[src/rtl/alu_result_stage.sv]
// -----------------------------------------------------------------------------
// alu_result_stage
//
// Purpose:
//   Two-entry elastic buffer between Execute and Memory for ALU results.
//   - MAIN is the entry presented downstream.
//   - SKID absorbs one extra result when Memory stalls.
//   - in_ready is taken straight from a flop, so it never depends
//     combinationally on out_ready.
//   - Both held entries are also exposed to the operand forwarding logic.
//
// Ports:
//   clock, reset           rising-edge clock; asynchronous active-high reset
//   flush                  synchronous discard of all held results
//   in_valid/in_ready      handshake from Execute; payload in_result, in_rd,
//                          in_rd_we
//   out_valid/out_ready    handshake to Memory; payload out_result, out_rd,
//                          out_rd_we
//   fwd_rs{1,2}_addr       source registers queried by operand select
//   fwd_rs{1,2}_hit/_data  match flag and forwarded value (SKID wins)
// -----------------------------------------------------------------------------
module alu_result_stage #(
  parameter int XLEN       = 32,
  parameter int REG_ADDR_W = 5
) (
  input  logic                  clock,
  input  logic                  reset,
  input  logic                  flush,

  input  logic                  in_valid,
  output logic                  in_ready,
  input  logic [XLEN-1:0]       in_result,
  input  logic [REG_ADDR_W-1:0] in_rd,
  input  logic                  in_rd_we,

  output logic                  out_valid,
  input  logic                  out_ready,
  output logic [XLEN-1:0]       out_result,
  output logic [REG_ADDR_W-1:0] out_rd,
  output logic                  out_rd_we,

  input  logic [REG_ADDR_W-1:0] fwd_rs1_addr,
  input  logic [REG_ADDR_W-1:0] fwd_rs2_addr,
  output logic                  fwd_rs1_hit,
  output logic                  fwd_rs2_hit,
  output logic [XLEN-1:0]       fwd_rs1_data,
  output logic [XLEN-1:0]       fwd_rs2_data
);

  // Entry storage. The occupancy state is encoded by the two valid bits:
  //   EMPTY = !main, ONE = main & !skid, FULL = main & skid.
  // SKID is never valid while MAIN is invalid.
  logic                  r_main_valid;
  logic [XLEN-1:0]       r_main_result;
  logic [REG_ADDR_W-1:0] r_main_rd;
  logic                  r_main_we;

  logic                  r_skid_valid;
  logic [XLEN-1:0]       r_skid_result;
  logic [REG_ADDR_W-1:0] r_skid_rd;
  logic                  r_skid_we;

  logic w_push;
  logic w_pop;

  assign in_ready   = ~r_skid_valid;
  assign out_valid  = r_main_valid;
  assign out_result = r_main_result;
  assign out_rd     = r_main_rd;
  assign out_rd_we  = r_main_we;

  assign w_push = in_valid & ~r_skid_valid;
  assign w_pop  = r_main_valid & out_ready;

  always_ff @(posedge clock or posedge reset) begin
    if (reset) begin
      r_main_valid  <= 1'b0;
      r_main_result <= '0;
      r_main_rd     <= '0;
      r_main_we     <= 1'b0;
      r_skid_valid  <= 1'b0;
      r_skid_result <= '0;
      r_skid_rd     <= '0;
      r_skid_we     <= 1'b0;
    end else if (flush) begin
      // Data is cleared along with valid, so stale results never reach out_*.
      r_main_valid  <= 1'b0;
      r_main_result <= '0;
      r_main_rd     <= '0;
      r_main_we     <= 1'b0;
      r_skid_valid  <= 1'b0;
      r_skid_result <= '0;
      r_skid_rd     <= '0;
      r_skid_we     <= 1'b0;
    end else if (r_skid_valid) begin
      // FULL: only a pop can happen; SKID moves up into MAIN.
      if (w_pop) begin
        r_main_result <= r_skid_result;
        r_main_rd     <= r_skid_rd;
        r_main_we     <= r_skid_we;
        r_skid_valid  <= 1'b0;
      end
    end else if (r_main_valid) begin
      // ONE
      if (w_push && w_pop) begin
        // Replace MAIN directly so a steady stream sees no bubble.
        r_main_result <= in_result;
        r_main_rd     <= in_rd;
        r_main_we     <= in_rd_we;
      end else if (w_push) begin
        r_skid_valid  <= 1'b1;
        r_skid_result <= in_result;
        r_skid_rd     <= in_rd;
        r_skid_we     <= in_rd_we;
      end else if (w_pop) begin
        r_main_valid  <= 1'b0;
      end
    end else if (w_push) begin
      // EMPTY
      r_main_valid  <= 1'b1;
      r_main_result <= in_result;
      r_main_rd     <= in_rd;
      r_main_we     <= in_rd_we;
    end
  end

  // Forwarding: only registered entries are considered. Register 0 never
  // matches. When both entries match, SKID holds the younger value.
  logic [1:0]            w_main_match;
  logic [1:0]            w_skid_match;
  logic [REG_ADDR_W-1:0] w_query [2];
  logic [1:0]            w_hit;
  logic [XLEN-1:0]       w_data  [2];

  assign w_query[0] = fwd_rs1_addr;
  assign w_query[1] = fwd_rs2_addr;

  for (genvar gi = 0; gi < 2; gi++) begin : g_fwd
    assign w_main_match[gi] = r_main_valid & r_main_we &
                              (r_main_rd == w_query[gi]) & (w_query[gi] != '0);
    assign w_skid_match[gi] = r_skid_valid & r_skid_we &
                              (r_skid_rd == w_query[gi]) & (w_query[gi] != '0);
    assign w_hit[gi]  = w_main_match[gi] | w_skid_match[gi];
    assign w_data[gi] = w_skid_match[gi] ? r_skid_result :
                        w_main_match[gi] ? r_main_result : '0;
  end

  assign fwd_rs1_hit  = w_hit[0];
  assign fwd_rs2_hit  = w_hit[1];
  assign fwd_rs1_data = w_data[0];
  assign fwd_rs2_data = w_data[1];

endmodule

[config.mk]
export PLATFORM = sky130hd
export DESIGN_NAME = alu_result_stage
export DESIGN_NICKNAME = d
export VERILOG_FILES = /design/src/rtl/alu_result_stage.sv
export SDC_FILE = /design/constraint.sdc
export NUM_CORES = 1
export LEC_CHECK = 0
export CAP_MARGIN = 15
export CORE_MARGIN = 2
export CORE_UTILIZATION = 52
export DETAILED_ROUTE_END_ITERATION = 16
export PLACE_DENSITY = 0.87
export SETUP_SLACK_MARGIN = 0.3
export SLEW_MARGIN = 30
export SYNTH_ARGS = -nofsm -noshare
export SYNTH_HDL_FRONTEND = slang
export SYNTH_SLANG_ARGS = --single-unit
[constraint.sdc]
create_clock -name clock -period 6.5 [get_ports clock]
set_clock_uncertainty 0.05 [all_clocks]
set_input_delay 1.3 -clock clock [delete_from_list [all_inputs] [get_ports clock]]
set_output_delay 1.3 -clock clock [all_outputs]
set_load 0.005 [all_outputs]
==> results of run 1 <==
synthesized netlist by cell type:
cell type	count	area share, %
o21ai_0	1	0.095
nand2_1	82	5.9
buf_2	14	1.3
or4b_1	7	1.3
nand3_1	2	0.19
a221oi_1	1	0.17
xnor2_1	11	1.8
or3_1	1	0.12
mux2i_1	76	15
or4_4	1	0.21
or2_1	1	0.12
buf_4	1	0.14
nor3_1	3	0.29
buf_6	1	0.21
buf_8	2	0.57
a311oi_1	1	0.17
a211oi_1	38	5.4
nor2_1	41	2.9
nor4_4	1	0.41
mux2_4	22	6.3
nor4b_1	25	4.2
nor2_8	1	0.38
buf_1	3	0.21
nand4_1	35	4.2
nor4_2	1	0.24
and3_1	1	0.12
and2_1	1	0.12
xor2_1	7	1.2
inv_1	37	2.7
o221a_2	1	0.21
dfrtp_1	78	37
clkbuf_1	34	2.4
o22a_1	1	0.17
mux2_2	3	0.64
a21oi_1	39	3.7
power by group:
part           switching, mW  internal [mW]  total (mW)
clock network          0.170          0.206       0.376
logic                  0.124          0.124       0.249
registers             0.0369          0.516       0.553
logic make-up after synthesis:
kind of cell / after synthesis
multiplexers: 101
AND/OR/NAND/NOR: 203
XOR/XNOR: 18
flip-flops: 78
buffers and inverters: 92
AO/OA/AOI/OAI: 82
state kept, by name, indices dropped and copies added, names as in the netlist:
| name | cells |
|---|---|
| out_valid | 1 |
| out_rd | 5 |
| r_skid_result | 32 |
| out_result | 32 |
| r_skid_valid | 1 |
| r_skid_we | 1 |
| out_rd_we | 1 |
| r_skid_rd | 5 |
metal layers:
metal	track usage, %	vias to the layer above	share of wire, %
met1	34.99	2453	42
met2	48.60	189	52
li1	-	2287	-
met5	0	-	0
met3	5.075	19	5.4
met4	10.52	0	1.2
per-stage QoR:
| step | cell area [µm²] | worst slack [ns] |
|---|---|---|
| 3_3_place_gp | 6847 | 1.091 |
| 5_1_grt | 7058 | 0.8614 |
| 2_1_floorplan | 5239 | 2.624 |
| 6_report | 7058 | 1.016 |
| 3_5_place_dp | 6847 | 1.014 |
| 4_1_cts | 7054 | 1.015 |
cell type report:
| class | instances | area share (%) |
|---|---|---|
| Clock buffer | 12 | 2.340 |
| Sequential cell | 78 | 27.67 |
| Tap cell | 133 | 2.358 |
| Multi-Input combinational cell | 404 | 41.16 |
| Timing Repair Buffer | 172 | 23.88 |
| Clock inverter | 3 | 0.6027 |
| Inverter | 37 | 1.985 |
worst max-delay path: cells and delay by family:
kind	cells	cell delay, ns
buf+inv	3	1.27
mux	1	0.36
simple gates	3	1.18
worst paths after layout:
kind,start,end,depth (start not counted)
setup / recovery,fwd_rs2_addr[2],fwd_rs2_data[28],7
max in group asynchronous,reset,r_skid_valid,3
hold reg to reg,r_skid_we,r_skid_we,2
hold / removal,r_skid_we,r_skid_we,2
min in group asynchronous,reset,out_result[17],2
setup reg to reg,r_skid_valid,out_result[17],5
==> results.sh, run 1 <==
export IMPL_status="complete, no violations"
export IMPL_crit_chain="clkdlybuf4s50_1 -> or4_4 -> nor2_8 -> nor4_4 -> buf_4 -> mux2_4 -> clkdlybuf4s50_1"
export IMPL_hold_slack_ns=0.4746
export IMPL_final_common_cell="clkdlybuf4s50_1"
export IMPL_worstSetupPathType="in2out"
export IMPL_min_period_over_period_pct=84.37
export IMPL_worst_ep_arrival_time_ns=4.13
export IMPL_grt_usage_pct=28.14
export IMPL_drc=0
export IMPL_hold_viol_final=0
export IMPL_portBuffers=158
export IMPL_clock_sinks=78
export IMPL_synthesis_nets=627
export IMPL_wl_per_cell_um=18.25
export IMPL_cp_slowest_cell="or4_4"
export IMPL_start_kind="primary input"
export IMPL_syn_inst=574
export IMPL_drive_gt1_share_pct=9.065
export IMPL_antenna_left=0
export IMPL_fp_dieW_um=104.4
export IMPL_finalSetupTns_ns=0
export IMPL_num_antenna_cells=0
export IMPL_final_seq_area_mm2=0.001953
export IMPL_avgSynthCellArea_um2=9.127
export IMPL_antenna_found_initial=0
export IMPL_synth_compound_area_share_pct=9.983
export IMPL_place_congestion=0.8919
export IMPL_grt_first_pass_wirelength_mm=25.19
export IMPL_hp_class="reg2reg"
export IMPL_worst_pin_slew_ns=0.8195
export IMPL_ys_seq_elements=78
export IMPL_synthAdderAreaFrac_pct=0
export IMPL_synth_xor_xnor_area_share_pct=3.009
export IMPL_cts_hold_buf=0
export IMPL_max_cap_violations=0
export IMPL_postCtsSetupBuffers=0
export IMPL_vias=4948
export IMPL_leakage_nw=2.767
export IMPL_grt_overflow=0
export IMPL_grt_pass1_vias=5099
export IMPL_finalPower_mw=1.178
export IMPL_wl_mm=15.31
export IMPL_synth_simple_gate_area_share_pct=20.71
export IMPL_final_nets=755
export IMPL_required_ns=5.15
export IMPL_cts_tree="built"
export IMPL_grt_max_degree=79
export IMPL_worstPathMaxFanout=34
export IMPL_ys_warn_count=0
export IMPL_slowest_delay_ns=0.59
export IMPL_multiInputGateArea_mm2=0.002905
export IMPL_fmax_mhz=182.4
export IMPL_clock_latency_ns=0.33
export IMPL_ys_seq_area_share_pct=37.26
export IMPL_cts_root_buf="clkbuf_8"
export IMPL_drtIter0Drc=274
export IMPL_synth_area_mux_share_pct=21.47
export IMPL_dp_cells=824
export IMPL_timing_slew_headroom_pct=45.37
export IMPL_fill_cells=734
export IMPL_path_clk_slew_ns=0.07
export IMPL_io_pins=159
export IMPL_post_drt_via_cell_ratio=5.897
export IMPL_clockBufferDepth=2
export IMPL_period_needed_ns=5.484
export IMPL_setup_viol=0
export IMPL_syn_cell_area_mm2=0.005239
export IMPL_rows=36
export IMPL_hpwl_mm=10.26
export IMPL_ys_types=35
export IMPL_die_y_um=104.4
export IMPL_core_area_mm2=0.009774
export IMPL_reg2reg_slack_ns=4.09
export IMPL_crit_top_cell="clkdlybuf4s50_1"
export IMPL_rsz0062_at_grt="false"
export IMPL_syn_to_final_growth_pct=34.73
export IMPL_finish_utilization_pct=72.21
export IMPL_initial_utilization_pct=53.60
export IMPL_endpoint_kind="primary output"
export IMPL_power_density_mw_per_mm2=166.8
export IMPL_peakVddDrop_v=0.0001341
export IMPL_layout_cells_non_filler=839
export IMPL_htreeDepth=3
export IMPL_post_cts_resize_count=0
export IMPL_dieArea_mm2=0.01089
export IMPL_firstDrtPassIters=5
export IMPL_drv_slew=0
export IMPL_mostFrequentLayoutCells="clkdlybuf4s50_1, nand2_1, dfrtp_1"
export IMPL_cts_buffers=9
export IMPL_synth_top_family_by_area="multiplexers"
Note: power is estimated with default switching activity, not from simulation.
==> run 2, diff against run 1 <==
Settings changed: CORE_UTILIZATION 52 to 48, PLACE_DENSITY 0.87 to 0.82.
Clock period 6.5 ns to 5.76 ns, I/O delays scaled along.
==> run 2 against run 1 <==
Against the previous run:
- non-clock buffer count rose by 3
- sequential power rose by 13%
- flip-flop and latch count unchanged
- combinational power grew 13%
- global-route usage shrank 0.48 points
- largest power group unchanged
- highest routed layer unchanged
- cell count rose by 1.2%
==> results.sh, run 2 (synthesis results as in run 1) <==
export IMPL_clockBufferDepth=2
export IMPL_clock_sinks=78
export IMPL_r2r_end="out_result[22]"
export IMPL_clock_latency_ns=0.34
export IMPL_wl_mm=16.11
export IMPL_min_from="r_skid_we"
export IMPL_path_clk_slew_ns=0.07
export IMPL_setup_viol=0
export IMPL_hpwl_mm=10.79
export IMPL_cts_root_buf="clkbuf_8"
export IMPL_worstPathMaxFanout=19
export IMPL_hold_depth=2
export IMPL_status="complete, no violations"
export IMPL_core_area_mm2=0.01075
export IMPL_firstDrtPassIters=5
export IMPL_leakage_nw=2.793
export IMPL_drtIter0Drc=352
export IMPL_place_congestion=0.8589
export IMPL_required_ns=4.56
export IMPL_hp_class="reg2reg"
export IMPL_rsz0062_at_grt="false"
export IMPL_worst_ep_arrival_time_ns=3.67
export IMPL_timing_slew_headroom_pct=45.60
export IMPL_rows=38
export IMPL_endpoint_kind="primary output"
export IMPL_portBuffers=158
export IMPL_finalPower_mw=1.370
export IMPL_antenna_left=0
export IMPL_rr_startpoint="r_skid_valid"
export IMPL_grt_pass1_vias=4968
export IMPL_drc=0
export IMPL_min_period_over_period_pct=84.54
export IMPL_peakVddDrop_v=0.0001229
export IMPL_period_needed_ns=4.870
export IMPL_cts_buffers=9
export IMPL_final_nets=758
export IMPL_vias=5010
export IMPL_drv_slew=0
export IMPL_die_y_um=108.5
export IMPL_rr_worst_depth=5
export IMPL_num_antenna_cells=0
export IMPL_critPathLaunch="fwd_rs2_addr[1]"
export IMPL_htreeDepth=3
export IMPL_final_common_cell="clkdlybuf4s50_1"
export IMPL_post_drt_via_cell_ratio=5.901
export IMPL_initial_utilization_pct=48.75
export IMPL_dieArea_mm2=0.01177
export IMPL_cts_tree="built"
export IMPL_start_kind="primary input"
export IMPL_grt_usage_pct=27.65
export IMPL_fmax_mhz=205.3
export IMPL_worst_pin_slew_ns=0.8161
export IMPL_fill_cells=890
export IMPL_power_density_mw_per_mm2=192.9
export IMPL_post_cts_resize_count=0
export IMPL_reg2reg_slack_ns=3.05
export IMPL_postCtsSetupBuffers=0
export IMPL_grt_overflow=0
export IMPL_dp_cells=834
export IMPL_drive_gt1_share_pct=9.450
export IMPL_hold_slack_ns=0.4952
export IMPL_syn_to_final_growth_pct=35.51
export IMPL_finalSetupTns_ns=0
export IMPL_max_cap_violations=0
export IMPL_grt_max_degree=79
export IMPL_cts_hold_buf=0
export IMPL_antenna_found_initial=0
export IMPL_mostFrequentLayoutCells="clkdlybuf4s50_1, nand2_1, dfrtp_1"
export IMPL_hold_end="r_skid_we"
export IMPL_fp_dieW_um=108.5
export IMPL_wl_per_cell_um=18.98
export IMPL_layout_cells_non_filler=849
export IMPL_grt_first_pass_wirelength_mm=25.37
export IMPL_worstSetupPathType="in2out"
export IMPL_hold_viol_final=0
export IMPL_io_pins=159
-- run 2: cell types whose count changed in the layout (fill, tap and decap cells not counted), sizes merged --
cell | before | now
clkinv | 2 | 3
clkbuf | 12 | 11
clkinvlp | 1 | 0
bufinv | 1 | 2
buf | 15 | 18
-- run 2: metal layers --
metal | GRT usage (%) | up-vias | share of wire [%] | wire length (µm)
li1 | - | 2290 | - | -
met1 | 34.79 | 2478 | 42 | 6716
met2 | 47.59 | 221 | 50 | 8065
met3 | 4.219 | 21 | 6.8 | 1103
met4 | 10.99 | 0 | 1.4 | 227
met5 | 0 | - | 0 | 0
-- run 2: critical path, stage by stage --
cell and delay (ns):
clkdlybuf4s50_1 0.47, or4_4 0.60, nor2_8 0.29, buf_4 0.31, nor4b_1 0.10, mux2_4 0.29
clkdlybuf4s50_1 0.46
-- run 2: power breakdown --
group	switching, mW	leakage, nW	internal (mW)	total, mW
registers	0.0417	1.05	0.582	0.624
clock network	0.200	0.115	0.264	0.464
logic	0.142	1.63	0.140	0.282
total	0.383	2.79	0.987	1.37
-- run 2: worst max path at each step --
stage,to,slack (ns)
CTS,fwd_rs2_data[15],0.88
detailed placement,fwd_rs2_data[15],0.88
global placement,fwd_rs2_data[7],0.97
finish,fwd_rs2_data[15],0.89
floorplan,fwd_rs2_data[10],2.18
global route,fwd_rs2_data[3],0.81
-- run 2: stage by stage --
stage          cell area, µm²  utilization [%]  setup slack (ns)
2_1_floorplan            5239                -             2.180
3_3_place_gp             6878            64.01            0.9740
3_5_place_dp             6878            64.01            0.8833
4_1_cts                  7099            66.07            0.8838
5_1_grt                  7099            66.07            0.8099
6_report                 7099            66.07            0.8902
-- run 2: area by class of cell --
type / instances / area (µm²) / share of cell area (%)
flip-flops and latches: 78 / 1953 / 27.51
well taps: 140 / 175.2 / 2.467
multi-input cells: 404 / 2905 / 40.92
clock buffers: 11 / 151.4 / 2.133
repair buffers: 175 / 1704 / 24.00
inverters: 37 / 140.1 / 1.974
clock inverters: 4 / 70.07 / 0.9870
==> run 3, diff against run 2 <==
Clock period 5.76 ns to 4.8 ns, I/O delays scaled along.
==> run 3 against run 2 <==
Against the previous run:
- flip-flop and latch count unchanged
- count of clock-buffer cells in the layout decreased by 1
- power increased by 19%
- cell count increased by 0.47%
- largest cell class unchanged
- core utilization increased by 0.23 points
- first-iteration DRC count increased by 4.5%
- highest routed layer unchanged
- combinational power increased by 20%
- routed wire length decreased by 3.1%
- critical path depth unchanged
- largest power group unchanged
- via count decreased by 0.74%
- die area unchanged
==> results.sh, run 3 (synthesis results as in run 1) <==
export IMPL_m1WireLength_mm=6.299
export IMPL_die_y_um=108.5
export IMPL_cts_tree="built"
export IMPL_critPathTopFamily="buffers and inverters"
export IMPL_cts_hold_buf=0
export IMPL_grt_pass1_vias=4984
export IMPL_rr_startpoint="r_skid_valid"
export IMPL_net_switching_power_uw=467.1
export IMPL_wl_per_cell_um=18.30
export IMPL_grt_max_degree=48
export IMPL_drc=0
export IMPL_fp_dieW_um=108.5
export IMPL_period_needed_ns=4.351
export IMPL_clock_latency_ns=0.33
export IMPL_leakage_nw=2.808
export IMPL_min_period_over_period_pct=90.65
export IMPL_wl_mm=15.61
export IMPL_crit_buf_inv=3
export IMPL_grt_overflow=0
export IMPL_rsz0062_at_grt="false"
export IMPL_core_area_mm2=0.01075
export IMPL_grt_first_pass_wirelength_mm=24.87
export IMPL_finalSetupTns_ns=0
export IMPL_grt_usage_pct=26.69
export IMPL_fin_area_mm2=0.007124
export IMPL_hpwl_mm=10.78
export IMPL_crit_chain="clkdlybuf4s50_1 -> or4_4 -> nor2_8 -> nor4_4 -> buf_4 -> mux2_4 -> clkdlybuf4s50_1"
export IMPL_swShare_pct=28.60
export IMPL_setup_viol=0
export IMPL_dr_wl_met3_mm=1.184
export IMPL_clock_sinks=78
export IMPL_place_congestion=0.8935
export IMPL_final_nets=761
export IMPL_worstSetupPathType="in2out"
export IMPL_io_pins=159
export IMPL_vias=4973
export IMPL_fill_cells=868
export IMPL_antenna_found_initial=0
export IMPL_worst_ep_arrival_time_ns=3.34
export IMPL_place_area_mm2=0.006893
export IMPL_hp_class="reg2reg"
export IMPL_rows=38
export IMPL_required_ns=3.79
export IMPL_clockBufferDepth=2
export IMPL_reg2reg_slack_ns=2.23
export IMPL_path_clk_slew_ns=0.08
export IMPL_cp_slowest_cell="or4_4"
export IMPL_status="complete, no violations"
export IMPL_top_layer_used="met4"
export IMPL_critPathLaunch="fwd_rs2_addr[1]"
export IMPL_firstDrtPassIters=5
export IMPL_pwr_share_seq_pct=45.8
export IMPL_final_common_cell="clkdlybuf4s50_1"
export IMPL_rr_worst_depth=5
export IMPL_hold_viol_final=0
export IMPL_cts_root_buf="clkbuf_8"
export IMPL_peakVddDrop_v=0.0001329
export IMPL_max_cap_violations=0
export IMPL_portBuffers=158
export IMPL_htreeDepth=3
export IMPL_syn_to_final_growth_pct=35.99
export IMPL_wl_met2_mm=7.866
export IMPL_drive_gt1_share_pct=9.818
export IMPL_power_density_mw_per_mm2=229.3
export IMPL_finalPower_mw=1.633
export IMPL_fmax_mhz=229.8
export IMPL_p_int_mw=1.166
export IMPL_cts_buffers=9
export IMPL_endpoint_kind="primary output"
export IMPL_r2r_end="out_result[15]"
export IMPL_drv_slew=0
export IMPL_crit_top_cell="clkdlybuf4s50_1"
export IMPL_mostFrequentLayoutCells="clkdlybuf4s50_1, nand2_1, dfrtp_1"
export IMPL_worstPathMaxFanout=16
export IMPL_p_comb_share_pct=20.7
export IMPL_timing_slew_headroom_pct=46.25
export IMPL_worst_pin_slew_ns=0.8053
export IMPL_num_antenna_cells=0
export IMPL_dieArea_mm2=0.01177
export IMPL_start_kind="primary input"
export IMPL_post_drt_via_cell_ratio=5.830
export IMPL_drtIter0Drc=368
export IMPL_cp_num_cells=7
export IMPL_hold_slack_ns=0.4934
export IMPL_dp_cells=836
export IMPL_setup_worst_path_end="fwd_rs2_data[2]"
export IMPL_initial_utilization_pct=48.75
export IMPL_slowest_delay_ns=0.60
export IMPL_pwr_share_clk_pct=33.4
export IMPL_antenna_left=0
export IMPL_layout_cells_non_filler=853
## run 3: changes by cell type in the layout (fill, tap and decap cells not counted), sizes merged
cell,change
buf,+3
dlymetal6s2s,+1
clkinvlp,+1
inv,+2
clkdlybuf4s50,-1
clkinv,-1
clkbuf,-1
## run 3: layout make-up
type / instances / area, µm² / area share [%]
multi-input cells: 404 / 2905 / 40.78
flip-flops and latches: 78 / 1953 / 27.41
repair buffers: 178 / 1729 / 24.27
well taps: 140 / 175.2 / 2.459
inverters: 37 / 140.1 / 1.967
clock buffers: 10 / 127.6 / 1.791
clock inverters: 6 / 93.84 / 1.317
## run 3: layer usage
layer | up-vias | track usage [%]
li1 | 2300 | -
met1 | 2419 | 33.37
met2 | 234 | 47.59
met3 | 20 | 3.195
met4 | 0 | 8.974
met5 | - | 0
## run 3: worst reg2reg max path, stage by stage, from the launching register on
cell      delay, ns
dfrtp_2        0.36
buf_4          0.60
o22a_2         0.80
buf_4          0.37
nor2_1         0.08
a211oi_1       0.23
## run 3: repair_timing
action,CTS,global route
buffers inserted,0,1
resized for setup,0,1
setup endpoints to repair,0,26
## run 3: power groups by stage
stage / registers (mW) / logic, mW / clock network (mW)
floorplan: 0.750 / 0.169 / 0
global placement: 0.758 / 0.326 / 0
detailed placement: 0.761 / 0.338 / 0
CTS: 0.748 / 0.338 / 0.558
global route: 0.754 / 0.367 / 0.587
finish: 0.749 / 0.338 / 0.546
## run 3: worst min-delay path by stage
stage                                  from                end  cells past startpoint
final                             r_skid_we          r_skid_we                      2
after CTS                 r_skid_result[22]  r_skid_result[22]                      2
after detailed placement  r_skid_result[22]  r_skid_result[22]                      2
after floorplan                   r_skid_we          r_skid_we                      2
after global placement            r_skid_we          r_skid_we                      2
after global routing      r_skid_result[27]  r_skid_result[27]                      2
## run 3: through the flow
| stage | setup slack [ns] | util (%) |
|---|---|---|
| 2_1_floorplan | 1.604 | - |
| 4_1_cts | 0.3279 | 66.21 |
| 3_5_place_dp | 0.3319 | 64.15 |
| 3_3_place_gp | 0.3965 | 64.15 |
| 5_1_grt | 0.3639 | 66.30 |
| 6_report | 0.4486 | 66.30 |
